==> src/rtl/alu_pkg.sv <==
// alu_pkg: shared state encoding and default width for the adder/subtractor family
package alu_pkg;
   localparam int DATA_W = 8;
   typedef enum logic [1:0] {
      IDLE  = 2'd0,
      SHIFT = 2'd1,
      DONE  = 2'd2
   } state_t;
endpackage

==> src/rtl/serial_subtractor_if.sv <==
// serial_subtractor_if: start/busy/done handshake plus operand and result buses
interface serial_subtractor_if #(parameter int WIDTH = alu_pkg::DATA_W);
   logic             start;
   logic [WIDTH-1:0] a;
   logic [WIDTH-1:0] b;
   logic             busy;
   logic             done;
   logic [WIDTH-1:0] diff;
   logic             bout;
   modport master (output start, a, b, input busy, done, diff, bout);
   modport slave  (input start, a, b, output busy, done, diff, bout);
endinterface

==> src/rtl/full_subtractor.sv <==
// full_subtractor: one-bit x - y - bin cell
module full_subtractor (
   input  logic x,
   input  logic y,
   input  logic bin,
   output logic d,
   output logic bout
);
   assign d    = x ^ y ^ bin;
   assign bout = (~x & y) | (~(x ^ y) & bin);
endmodule

==> src/rtl/serial_subtractor.sv <==
// serial_subtractor: bit-serial unsigned a - b, LSB first, one bit per clock
module serial_subtractor
   import alu_pkg::*;
#(
   parameter int WIDTH = DATA_W
) (
   input logic           clk,
   input logic           rst,
   serial_subtractor_if.slave bus
);
   localparam int CW = $clog2(WIDTH) + 1;
   state_t           state_q, state_d;
   logic [WIDTH-1:0] a_q, a_d, b_q, b_d, res_q, res_d, diff_q, diff_d;
   logic             br_q, br_d, bout_q, bout_d;
   logic [CW-1:0]    cnt_q, cnt_d;
   logic             fs_d, fs_bout;
   logic [WIDTH:0]   sh;
   full_subtractor u_fs (
      .x    (a_q[0]),
      .y    (b_q[0]),
      .bin  (br_q),
      .d    (fs_d),
      .bout (fs_bout)
   );
   assign sh       = {fs_d, res_q};
   assign bus.busy = state_q == SHIFT;
   assign bus.done = state_q == DONE;
   assign bus.diff = diff_q;
   assign bus.bout = bout_q;
   // next-state: accept in IDLE, one bit step per SHIFT cycle, publish result entering DONE
   always_comb begin
      state_d = state_q;
      a_d     = a_q;
      b_d     = b_q;
      res_d   = res_q;
      br_d    = br_q;
      cnt_d   = cnt_q;
      diff_d  = diff_q;
      bout_d  = bout_q;
      unique case (state_q)
         IDLE: if (bus.start) begin
            a_d     = bus.a;
            b_d     = bus.b;
            br_d    = 1'b0;
            cnt_d   = '0;
            state_d = SHIFT;
         end
         SHIFT: begin
            a_d   = a_q >> 1;
            b_d   = b_q >> 1;
            br_d  = fs_bout;
            res_d = sh[WIDTH:1];
            cnt_d = cnt_q + CW'(1);
            if (cnt_q == CW'(WIDTH - 1)) begin
               diff_d  = sh[WIDTH:1];
               bout_d  = fs_bout;
               state_d = DONE;
            end
         end
         default: state_d = IDLE;
      endcase
   end
   // state and datapath registers; reset clears everything, aborting any run
   always_ff @(posedge clk)
      if (rst) begin
         state_q <= IDLE;
         a_q     <= '0;
         b_q     <= '0;
         res_q   <= '0;
         br_q    <= 1'b0;
         cnt_q   <= '0;
         diff_q  <= '0;
         bout_q  <= 1'b0;
      end else begin
         state_q <= state_d;
         a_q     <= a_d;
         b_q     <= b_d;
         res_q   <= res_d;
         br_q    <= br_d;
         cnt_q   <= cnt_d;
         diff_q  <= diff_d;
         bout_q  <= bout_d;
      end
endmodule
==> src/flat_wrapper.sv <==
// flat-port wrapper written by rule: the top's interface ports become plain ports
module serial_subtractor_flat import alu_pkg::*;
#(
   parameter int WIDTH = DATA_W
)
  (clk, rst, bus_start, bus_a, bus_b, bus_busy, bus_done, bus_diff, bus_bout);
  serial_subtractor_if #(.WIDTH(WIDTH)) bus_i ();
  input logic clk;
  input logic rst;
  input wire logic [$bits(bus_i.start)-1:0] bus_start;
  input wire logic [$bits(bus_i.a)-1:0] bus_a;
  input wire logic [$bits(bus_i.b)-1:0] bus_b;
  output wire logic [$bits(bus_i.busy)-1:0] bus_busy;
  output wire logic [$bits(bus_i.done)-1:0] bus_done;
  output wire logic [$bits(bus_i.diff)-1:0] bus_diff;
  output wire logic [$bits(bus_i.bout)-1:0] bus_bout;
  assign bus_i.start = bus_start;
  assign bus_i.a = bus_a;
  assign bus_i.b = bus_b;
  assign bus_busy = bus_i.busy;
  assign bus_done = bus_i.done;
  assign bus_diff = bus_i.diff;
  assign bus_bout = bus_i.bout;
  serial_subtractor #(.WIDTH(WIDTH)) u_core (.clk(clk), .rst(rst), .bus(bus_i));
endmodule
==> config.mk <==
export PLATFORM = sky130hd
export DESIGN_NAME = serial_subtractor_flat
export DESIGN_NICKNAME = d
export VERILOG_FILES = /design/src/rtl/alu_pkg.sv /design/src/rtl/serial_subtractor_if.sv /design/src/rtl/full_subtractor.sv /design/src/rtl/serial_subtractor.sv /design/src/flat_wrapper.sv
export SDC_FILE = /design/constraint.sdc
export NUM_CORES = 1
export LEC_CHECK = 0
export CAP_MARGIN = 20
export CORE_UTILIZATION = 50
export CTS_CLUSTER_DIAMETER = 120
export DETAILED_ROUTE_END_ITERATION = 6
export GPL_TIMING_DRIVEN = 0
export HOLD_SLACK_MARGIN = 0.12
export PLACE_DENSITY = 0.76
export SLEW_MARGIN = 30
export SYNTH_ARGS = -nofsm -noshare
export SYNTH_HDL_FRONTEND = slang
export SYNTH_SLANG_ARGS = --single-unit
==> constraint.sdc <==
create_clock -name clk -period 3.3 [get_ports clk]
set_input_delay 0.66 -clock clk [delete_from_list [all_inputs] [get_ports clk]]
set_output_delay 0.66 -clock clk [all_outputs]
set_load 0.02 [all_outputs]
==> reports/qor.csv <==
metric,value,unit
run_status,completed,
layout-area-overhead-vs-synth,24.2,%
post_route_cells_drive_above_1_share,14.0,%
timing.max_slew.rel_slack,65.1,%
arrival,2.02,ns
route.vias.total,1673,
skew,0.0135,ns
synth-seq-cells,39,
grt_pass1_wl,6.84,mm
chipHeight,61.9,um
insertion_delay,0.36,ns
worst_setup_path_startpoint,u_core.state_q[1]$_SDFFE_PP0P_,
instances_no_fill,304,
clk_pin_slew_worst_paths,0.13,ns
postCtsSetupBuffers,0,
powerDensity,443,nW/um^2
end_kind,output pin,
first_global_vias,1424,
grt_setup_unrepaired,no,
post_synthesis_cell_type_count,30,
crit_required,2.64,ns
regToRegStartpoint,u_core.state_q[1]$_SDFFE_PP0P_,
wl_per_cell,14.0,um
n_antenna_cell,0,
timing.setup.critical_path_class,reg -> out,
layout_common_cells,"43 x a21oi_1, 39 x dfxtp_1, 29 x clkdlybuf4s50_1",
die_area,3830,sq um
tritoncts.num_buffers,5,
total_leakage_power,0.834,nW
r2r_slack,1.92,ns
drt-vias-per-instance,5.50,
fin_total_pwr,0.000986,W
syn-cell-area,1790,sq um
commonest_non_fill_non_tap_cell_in_the_layout,a21oi_1,
hold_path_class,reg -> reg,
placedCellCount,296,
syn_nets,242,
ctsHtreeMaxLevel,2,
detailedPlace.worstSlack,1.00,ns
globalplace.congestion,0.784,
grt_usage,25.3,%
chipWidth,61.9,um
maxSlewViolCount,0,
dpl.hpwl,2.80,mm
worstMarginPinSlew,0.524,ns
cp-start-kind,flop,
nets_finish,278,
grt_overflow_total,0,
highest_fanout_seen_on_the_critical_path,10,
cts_hold_buf,0,
postSynthAreaPerCell,8.11,sq um
setup_total_negative_slack,0,ns
finalHoldViolCount,0,
postSynthCellCount,221,
clk_path_buf_depth,2,
dpl_cell_area,2140,sq um
routed_wirelength,4.25,mm
drt_initial_violations,130,
timing.final.setup_violations,0,
vdd_drop_max,0.000280,V
antenna_found_initial,0,
fmax,373,MHz
placement.io_buffers,29,
initial_utilization,52.9,%
final_period_utilization,81.2,%
regToRegEndpoint,u_core.b_q[6]$_SDFFE_PP0P_,
ff2ff_path_depth,4,
ios,30,
grt_start_max_net_pins,13,
final.fill_count,297,
route.detailed.drc,0,
cts_tree,built,
clock-sinks,39,
std_cell_rows,21,
placeableCoreArea,3390,sq um
ys_warn_count,0,
synth.yosys.seq_area_share,43.5,%
final_critical_path_setup_slack,0.620,ns
number_of_detailed_route_iterations_in_the_first_pass,4,
worst_setup_path_endpoint,bus_done,
finalCriticalPeriod,2.68,ns
cts.root.buffer_cell,clkbuf_4,
drt.antenna.violating_nets,0,
max-cap-violations,0,
stdcell_area,2230,sq um
post_cts.resized_instances,0,
[per-layer routing]
| metal | vias up | share of wire (%) | GRT usage [%] |
|---|---|---|---|
| met3 | 2 | 4.5 | 7.45 |
| met4 | 0 | 0.82 | 8.57 |
| met1 | 782 | 50 | 36.6 |
| met2 | 35 | 44 | 35.9 |
| li1 | 854 | - | - |
| met5 | - | 0 | 0 |
[flip-flops by register name (all words and copies together), names as in the netlist]
name / flops
u_core.a_q: 8
u_core.b_q: 8
u_core.cnt_q: 4
u_core.bus.diff: 8
u_core.bus.bout: 1
u_core.state_q: 2
u_core.br_q: 1
u_core.res_q: 7
[critical path: stages (launching register included)]
cell             delay, ns
dfxtp_1               0.40
buf_2                 0.25
buf_2                 0.25
nor2b_1               0.15
clkdlybuf4s50_1       0.60
[worst min-delay path by stage]
| stage | endpoint | from | slack, ns | cells past startpoint |
|---|---|---|---|---|
| 3_3_place_gp | u_core.res_q[1]$_SDFFE_PP0P_ | u_core.res_q[1]$_SDFFE_PP0P_ | 0.45 | 2 |
| 3_5_place_dp | u_core.res_q[1]$_SDFFE_PP0P_ | u_core.res_q[1]$_SDFFE_PP0P_ | 0.45 | 2 |
| 2_1_floorplan | u_core.res_q[1]$_SDFFE_PP0P_ | u_core.res_q[1]$_SDFFE_PP0P_ | 0.44 | 2 |
| 6_report | u_core.res_q[1]$_SDFFE_PP0P_ | u_core.res_q[1]$_SDFFE_PP0P_ | 0.46 | 2 |
| 5_1_grt | u_core.bus.diff[4]$_SDFFE_PP0P_ | u_core.bus.diff[4]$_SDFFE_PP0P_ | 0.50 | 2 |
| 4_1_cts | u_core.res_q[1]$_SDFFE_PP0P_ | u_core.res_q[1]$_SDFFE_PP0P_ | 0.47 | 2 |
[Yosys cell counts]
library cell,instances,area (sq um)
and3b_1,1,8.76
o31ai_1,8,60.1
a2bb2oi_1,1,8.76
nand2b_1,2,12.5
fa_1,1,20.0
mux2i_1,1,10.0
clkbuf_1,6,22.5
nand3_1,10,50.1
buf_1,2,7.51
nor2b_1,4,25.0
nor2_1,25,93.8
nand2_1,19,71.3
or3_1,1,6.26
inv_1,15,56.3
a31oi_1,2,12.5
o221a_2,14,158
a22oi_1,1,7.51
ha_1,1,12.5
nand3b_1,2,15.0
o21bai_1,1,7.51
a211oi_1,1,7.51
inv_2,1,3.75
buf_2,12,60.1
dfxtp_1,39,781
nor4_1,1,6.26
a311oi_1,1,8.76
or2_2,1,6.26
o22ai_1,2,12.5
o22a_1,3,26.3
a21oi_1,43,215
[logic make-up (layout without fill, tap and decap cells)]
| family | after synthesis | in the layout | share of synthesized area [%] |
|---|---|---|---|
| and+or+nand+nor | 66 | 66 | 16.5 |
| adders and majority gates | 2 | 2 | 1.81 |
| AOI/OAI and AO/OA | 77 | 77 | 29.2 |
| buffers and inverters | 36 | 73 | 8.37 |
| DFF | 39 | 39 | 43.5 |
| muxes | 1 | 1 | 0.558 |
[layout make-up]
class / instances / area (sq um) / area share [%]
Inverter: 16 / 60.1 / 2.70
Buffer: 20 / 90.1 / 4.04
Timing Repair Buffer: 29 / 290 / 13.0
Sequential cell: 39 / 781 / 35.1
Clock inverter: 2 / 35.0 / 1.57
Tap cell: 46 / 57.6 / 2.58
Multi-Input combinational cell: 146 / 862 / 38.7
Clock buffer: 6 / 51.3 / 2.30
[per-stage QoR]
| stage | hold WS [ns] | utilization (%) |
|---|---|---|
| after floorplan | 0.437 | - |
| after global placement | 0.445 | 63.2 |
| after detailed placement | 0.448 | 63.2 |
| after CTS | 0.467 | 65.7 |
| after global routing | 0.502 | 65.7 |
| final | 0.465 | 65.7 |
[report_power, final]
part / switching [W] / internal (W) / total [W]
registers: 0.0000162 / 0.000492 / 0.000508
clock network: 0.000168 / 0.000179 / 0.000347
logic: 0.0000673 / 0.0000642 / 0.000131
total: 0.000251 / 0.000735 / 0.000986
(Power assumes the default switching activity.)
